$ cat src/rtl/sumador_enable_gen.sv
// ---------------------------------------------------------------------------
// sumador_enable_gen
//
// Purpose: turns a raw, bouncing push-button into a clean single-cycle
// enable strobe for the counter adder. The button is synchronized (2 flops),
// debounced with a stability counter, and fed to a press FSM that strobes
// once per press and optionally auto-repeats while the button is held.
//
// Ports:
//   clk          in  1  single clock, rising edge
//   rst_n        in  1  synchronous, active-low reset
//   btn_in       in  1  raw asynchronous button, active-high
//   auto_repeat  in  1  1 = auto-repeat while held (sampled every cycle)
//   enable_o     out 1  registered one-cycle strobe to the counter enable
//   btn_level    out 1  debounced button level
//   repeating    out 1  high while the FSM is in REPEAT (registered)
//
// Handshake: enable_o is a plain strobe with no ready/back-pressure; the
// counter consumes it on the cycle it is high. Every period is at least 2,
// so the strobe is never high on two consecutive cycles.
// ---------------------------------------------------------------------------
module sumador_enable_gen #(
    parameter int DEBOUNCE_CYCLES = 16,
    parameter int REPEAT_DELAY    = 64,
    parameter int REPEAT_PERIOD   = 16
) (
    input  logic clk,
    input  logic rst_n,
    input  logic btn_in,
    input  logic auto_repeat,
    output logic enable_o,
    output logic btn_level,
    output logic repeating
);

    localparam logic [1:0] IDLE     = 2'd0;
    localparam logic [1:0] WAIT_REP = 2'd1;
    localparam logic [1:0] REPEAT   = 2'd2;
    localparam logic [1:0] HELD     = 2'd3;

    localparam logic [15:0] DB_LAST  = 16'(DEBOUNCE_CYCLES - 1);
    localparam logic [15:0] RD_LAST  = 16'(REPEAT_DELAY - 1);
    localparam logic [15:0] RP_LAST  = 16'(REPEAT_PERIOD - 1);

    logic        sync1;
    logic        sync2;
    logic [15:0] stab_cnt;
    logic        level_d;
    logic [1:0]  state;
    logic [1:0]  state_nx;
    logic [15:0] timer;
    logic [15:0] timer_nx;
    logic        strobe_nx;
    logic        rise;
    logic        fall;

    // Synchronizer and stability-counter debouncer. The level only flips
    // after DEBOUNCE_CYCLES consecutive cycles of disagreement; any cycle of
    // agreement restarts the count.
    always_ff @(posedge clk) begin
        if (!rst_n) begin
            sync1     <= 1'b0;
            sync2     <= 1'b0;
            stab_cnt  <= 16'd0;
            btn_level <= 1'b0;
        end else begin
            sync1 <= btn_in;
            sync2 <= sync1;
            if (sync2 == btn_level) begin
                stab_cnt <= 16'd0;
            end else if (stab_cnt == DB_LAST) begin
                btn_level <= sync2;
                stab_cnt  <= 16'd0;
            end else begin
                stab_cnt <= stab_cnt + 16'd1;
            end
        end
    end

    // Edges of the debounced level, seen one cycle after btn_level moves.
    assign rise = btn_level & ~level_d;
    assign fall = ~btn_level & level_d;

    // Press FSM. In the timed states a release wins over a timer expiry,
    // and dropping auto_repeat wins over an expiry as well.
    always_comb begin
        state_nx  = state;
        timer_nx  = timer;
        strobe_nx = 1'b0;
        case (state)
            IDLE: begin
                timer_nx = 16'd0;
                if (rise) begin
                    strobe_nx = 1'b1;
                    state_nx  = auto_repeat ? WAIT_REP : HELD;
                end
            end
            WAIT_REP: begin
                if (fall) begin
                    state_nx = IDLE;
                    timer_nx = 16'd0;
                end else if (!auto_repeat) begin
                    state_nx = HELD;
                    timer_nx = 16'd0;
                end else if (timer == RD_LAST) begin
                    strobe_nx = 1'b1;
                    state_nx  = REPEAT;
                    timer_nx  = 16'd0;
                end else begin
                    timer_nx = timer + 16'd1;
                end
            end
            REPEAT: begin
                if (fall) begin
                    state_nx = IDLE;
                    timer_nx = 16'd0;
                end else if (!auto_repeat) begin
                    state_nx = HELD;
                    timer_nx = 16'd0;
                end else if (timer == RP_LAST) begin
                    strobe_nx = 1'b1;
                    timer_nx  = 16'd0;
                end else begin
                    timer_nx = timer + 16'd1;
                end
            end
            HELD: begin
                timer_nx = 16'd0;
                if (fall) begin
                    state_nx = IDLE;
                end
            end
            default: begin
                state_nx = IDLE;
                timer_nx = 16'd0;
            end
        endcase
    end

    always_ff @(posedge clk) begin
        if (!rst_n) begin
            state     <= IDLE;
            timer     <= 16'd0;
            enable_o  <= 1'b0;
            repeating <= 1'b0;
            level_d   <= 1'b0;
        end else begin
            state     <= state_nx;
            timer     <= timer_nx;
            enable_o  <= strobe_nx;
            repeating <= (state_nx == REPEAT);
            level_d   <= btn_level;
        end
    end

endmodule

$ cat config.mk
export PLATFORM = sky130hd
export DESIGN_NAME = sumador_enable_gen
export DESIGN_NICKNAME = d
export VERILOG_FILES = /design/src/rtl/sumador_enable_gen.sv
export SDC_FILE = /design/constraint.sdc
export NUM_CORES = 1
export LEC_CHECK = 0
export BUFFER_PORTS_ARGS = -buffer_cell sky130_fd_sc_hd__buf_4
export CAP_MARGIN = 20
export CORE_UTILIZATION = 45
export CTS_CLUSTER_SIZE = 40
export DETAILED_ROUTE_END_ITERATION = 6
export PLACE_DENSITY = 0.7
export SLEW_MARGIN = 20
export SYNTH_ARGS = -nofsm -noshare
export SYNTH_HDL_FRONTEND = slang
export SYNTH_SLANG_ARGS = --single-unit
$ cat constraint.sdc
create_clock -name clk -period 2.1 [get_ports clk]
set_clock_uncertainty 0.15 [all_clocks]
set_input_delay 0.105 -clock clk [delete_from_list [all_inputs] [get_ports clk]]
set_output_delay 0.105 -clock clk [all_outputs]
set_load 0.05 [all_outputs]
# Word level (Yosys, flattened, before mapping)

Cells that the tools add are included.

Register bits after elaboration: 40
Output and inout bits: 3
Logic and storage cells: 53

Add/subtract/negate cells: 2
Eq/ne operators: 8
Multiplexer cells: 24
Bitwise logic cells: 6
Reductions and logical operators: 4

Operators by type and width:

| kind                                                                    | count |
|---|---|
| 16-bit 2-to-1 mux                                                       | 6 |
| 16-bit one-hot mux with 3 select lines                                  | 1 |
| 16-bit by 1-bit adder with 16-bit output (second input constant)        | 2 |
| 16-bit by 4-bit equality test with 1-bit output (second input constant) | 2 |
| 16-bit by 6-bit equality test with 1-bit output (second input constant) | 1 |
| 2-bit 2-to-1 mux                                                        | 8 |
| 2-bit one-hot mux with 4 select lines                                   | 1 |
| 1-bit 2-to-1 mux                                                        | 7 |
| 2-bit equality test (second input constant)                             | 3 |
| 1-bit inverter                                                          | 4 |
| 1-bit one-hot mux with 3 select lines                                   | 1 |
| 3-bit OR reduction                                                      | 1 |
| 1-bit AND                                                               | 2 |
| 2-bit by 1-bit equality test with 1-bit output (second input constant)  | 1 |
| 2-bit zero test                                                         | 1 |
| 2-bit AND reduction                                                     | 1 |
| 2-bit OR reduction                                                      | 1 |
| 1-bit equality test                                                     | 1 |

# Logic depth before layout (Yosys ltp)

Depth in word-level cells: 6
Depth in mapped cells: 7
Depth with buffers taken out: 5

# Worst setup path after synthesis

OpenSTA, ideal clock, no wires.

Path type: register to register
Start: reg timer[0]
End: reg timer[15]
Arrival time: 1,484 ps
Required time: 1,835 ps
Path slack: 351 ps
Cell stages (with the launch flop): 8
Buffers on the path: 2
Clock period less this slack: 1,749 ps
Path through: dfxtp_1 ha_1 and3_1 buf_2 and4_4 a2bb2oi_4 buf_6 nor2_1

Word-level cells in the longest chain between the ends: 5
Elaborated cells on any way between the ends: 10

Ends and longest elaborated chain:

| what                                                                   | RTL line | source |
|---|---|---|
| from (decl)                                                            | 51       | `logic [15:0] timer;` |
| from (signal assigned)                                                 | 149      | `timer <= timer_nx;` |
| 16-bit by 1-bit adder with 16-bit output, or another cell as far along | 110, 124 |  |
| 16-bit 2-to-1 mux (on tied branches)                                   | 120, 105 |  |
| 16-bit 2-to-1 mux (on tied branches)                                   | 117, 102 |  |
| 16-bit 2-to-1 mux (on tied branches)                                   | 114, 99  |  |
| 16-bit one-hot mux with 3 select lines (*)                             | 90       | `case (state)` |

Mark *: on every way between the ends. The rest lies on a longest branch, timed or not.
A chain may end at the register's enable or synchronous reset.

# Final worst setup path

Start: reg timer[1]
End: reg state[1]

Word-level cells in the longest chain between the ends: 5

Ends and longest elaborated chain:

| what                                            | RTL line | source |
|---|---|---|
| 16-bit by 6-bit equality test with 1-bit output | 105      | `end else if (timer == RD_LAST) begin` |
| 2-bit 2-to-1 mux                                | 105      |  |
| 2-bit 2-to-1 mux                                | 102      | `end else if (!auto_repeat) begin` |
| 2-bit 2-to-1 mux                                | 99       | `if (fall) begin` |
| 2-bit one-hot mux with 4 select lines           | 90       |  |
| to (signal assigned)                            | 148      | `state <= state_nx;` |
| to (decl)                                       | 49       | `logic [1:0] state;` |

Every way passes these cells.

==> metrics.cfg <==
[sta]
fin_tns_setup_ps = 0
setup_viol_count_final = 0
rsz0062_at_grt = false
tightest_slew_ps = 385.4
maxSlewHeadroom_pct = 74.22
min_period_over_period_pct = 96.25
drv_slew = 0
finalHoldViolations = 0
hold_slack_ps = 299.3
fmax_mhz = 494.7
fin_ws_ps = 78.69
post-route-min-period_ps = 2021

[synth]
yosys_warnings = 0
synth_edf_count = 0
synth_top_area_share_pct = 44.41
yosysTopAreaCell = dfxtp_1
synthFlopType = dfxtp_1
synthTopCellsByArea = dfxtp_1, xnor2_1, nor2_1
syn_avg_cell_area_sq_um = 8.970
ys_ff_latch = 40
netlist_instances = 201
async_reset_ff_share_pct = 0
ys_types = 33
synth_nets = 207
seq_area_frac_synth_pct = 44.41
synth_area_sq_um = 1803
yosys-top-cells-count = dfxtp_1, nor2_1, xnor2_1, nand4_1, nand3_1
synth.most_common_cell = dfxtp_1

[floorplanning]
core_sq_um = 3744
start_util_pct = 48.16
rows = 22
die_h_um = 65.30
fp.dieW_um = 65.30
dieArea_sq_um = 4263
io_pins = 7

[place]
gp_congestion = 0.7581
dp_hpwl_um = 2073
portBuffers = 6
place_ws_ps = 296.4

[layout]
fill_cells = 335
antenna_cells = 0
synthToLayoutAreaGrowth_pct = 15.54
layout-drive-gt1-share_pct = 11.93
final_nets = 223

[setup_path]
rr_endpoint = state[1]
arrival_ps = 2120
endpoint = state[1]
critical_path_class = reg2reg
critical_path_peak_fanout = 4
rr_worst_depth = 6
r2r_setup_slack_ps = 80
rr_startpoint = timer[1]
startpoint_type = flip-flop
crit_path_end_kind = flip-flop
cp.required_ps = 2200
startpoint = timer[1]

[clocking]
clk_pin_slew_ps = 80
worstSkewPairLatency_ps = 300
h-tree-depth = 2
cts.sinks = 40
clockRootBuffer = clkbuf_8
cts_buffer_depth = 2
cts_made_buffers = 5
cts_tree = done

[hold_path]
hp-class = reg2reg

[run]
maxCapViolations = 0

[global_routing]
grt_pass1_vias = 1267
track_usage_pct = 16.43
grt_max_degree = 17
grt_pass1_wl_um = 5340
antenna_found_initial = 0
overflow = 0

[routing]
vias_per_cell = 5.199
drt_wl_total_um = 3117
vias = 1383
detail-route-antenna-nets = 0
routedWlPerCell_um = 11.72
drt_iter0_markers = 101
firstDrtPassIters = 4
drc = 0

[power]
p_leak_nw = 0.6594
peakVddDrop_mv = 0.4250
powerDensity_nw_per_um2 = 744.3

[status]
status = completed

## cells by family after synthesis
logic type | synth area share [%]
AOI/OAI and AO/OA | 5.344
xor gates and xnor gates | 13.12
adders and majority gates | 1.388
buffers and inverters | 3.331
DFF | 44.41
muxes | 0.5552
and+or+nand+nor | 31.85
## layout make-up
cell class | instances | area, sq um | share of cell area, %
multi-input cells | 148 | 958.4 | 46.01
clock inverters | 3 | 46.29 | 2.222
repair buffers | 14 | 117.6 | 5.646
flip-flops and latches | 40 | 802.0 | 38.50
inverters | 8 | 30.03 | 1.441
clock buffers | 5 | 68.82 | 3.303
well taps | 48 | 60.06 | 2.883
## worst max-delay path, stage by stage (launching register included)
cell,delay (ps)
dfxtp_1,370
ha_2,220
and3_4,200
and4_4,240
nand2_1,60
a31oi_1,170
dlygate4sd3_1,570
## sequential cells by signal (all words and copies together), names as in the netlist
signal	count
enable_o	1
stab_cnt	16
state	2
timer	16
repeating	1
sync2	1
btn_level	1
level_d	1
sync1	1
## how the worst min path moves through the flow
stage,slack (ps),from,to,cells after the start
2_1_floorplan,60,auto_repeat,state[1],1
3_3_place_gp,160,btn_in,sync1,2
3_5_place_dp,170,btn_in,sync1,2
4_1_cts,290,sync1,sync2,1
5_1_grt,330,timer[0],timer[0],1
6_report,300,sync1,sync2,1
## timing repair
action,CTS,global route
gates resized for setup,0,4
endpoints found under the setup margin,0,1
hold endpoints to repair,8,0
buffers inserted,0,0
hold buffers,5,0
## power by group
group	switching, W	internal [W]
sequential	0.0000217	0.000779
clock	0.000281	0.000358
combinational	0.0000613	0.0000491
total	0.000364	0.00119
## layout by cell type (no fill, tap or decap), types with 2 or more instances in the layout
master / n
dfxtp_1: 39
nor2_1: 35
xnor2_1: 19
nand4_1: 14
nand3_1: 12
nor4_1: 11
buf_4: 9
nand2_1: 8
inv_1: 8
xor2_1: 8
nor3_1: 7
nor2b_1: 5
clkbuf_8: 5
dlygate4sd3_1: 5
and2_1: 3
a21oi_1: 3
o21ai_0: 3
and4_1: 3
nor4_4: 2
## layer usage
metal	global-route usage (%)	part of all wire, %	up-vias
met5	0	0	-
met4	10.05	2.3	0
met3	4.861	3.1	10
met2	25.52	45	17
met1	19.81	50	617
li1	-	-	739
## stage by stage
stage,instance area (sq um),power [W],utilization [%],cells
2_1_floorplan,1803,0.0008979,-,201
3_3_place_gp,1901,0.0009165,50.77,253
3_5_place_dp,1901,0.0009153,50.77,253
4_1_cts,2066,0.001572,55.18,266
5_1_grt,2083,0.001624,55.65,266
6_report,2083,0.001551,55.65,266
No activity file was read; power rests on OpenSTA's default activity.
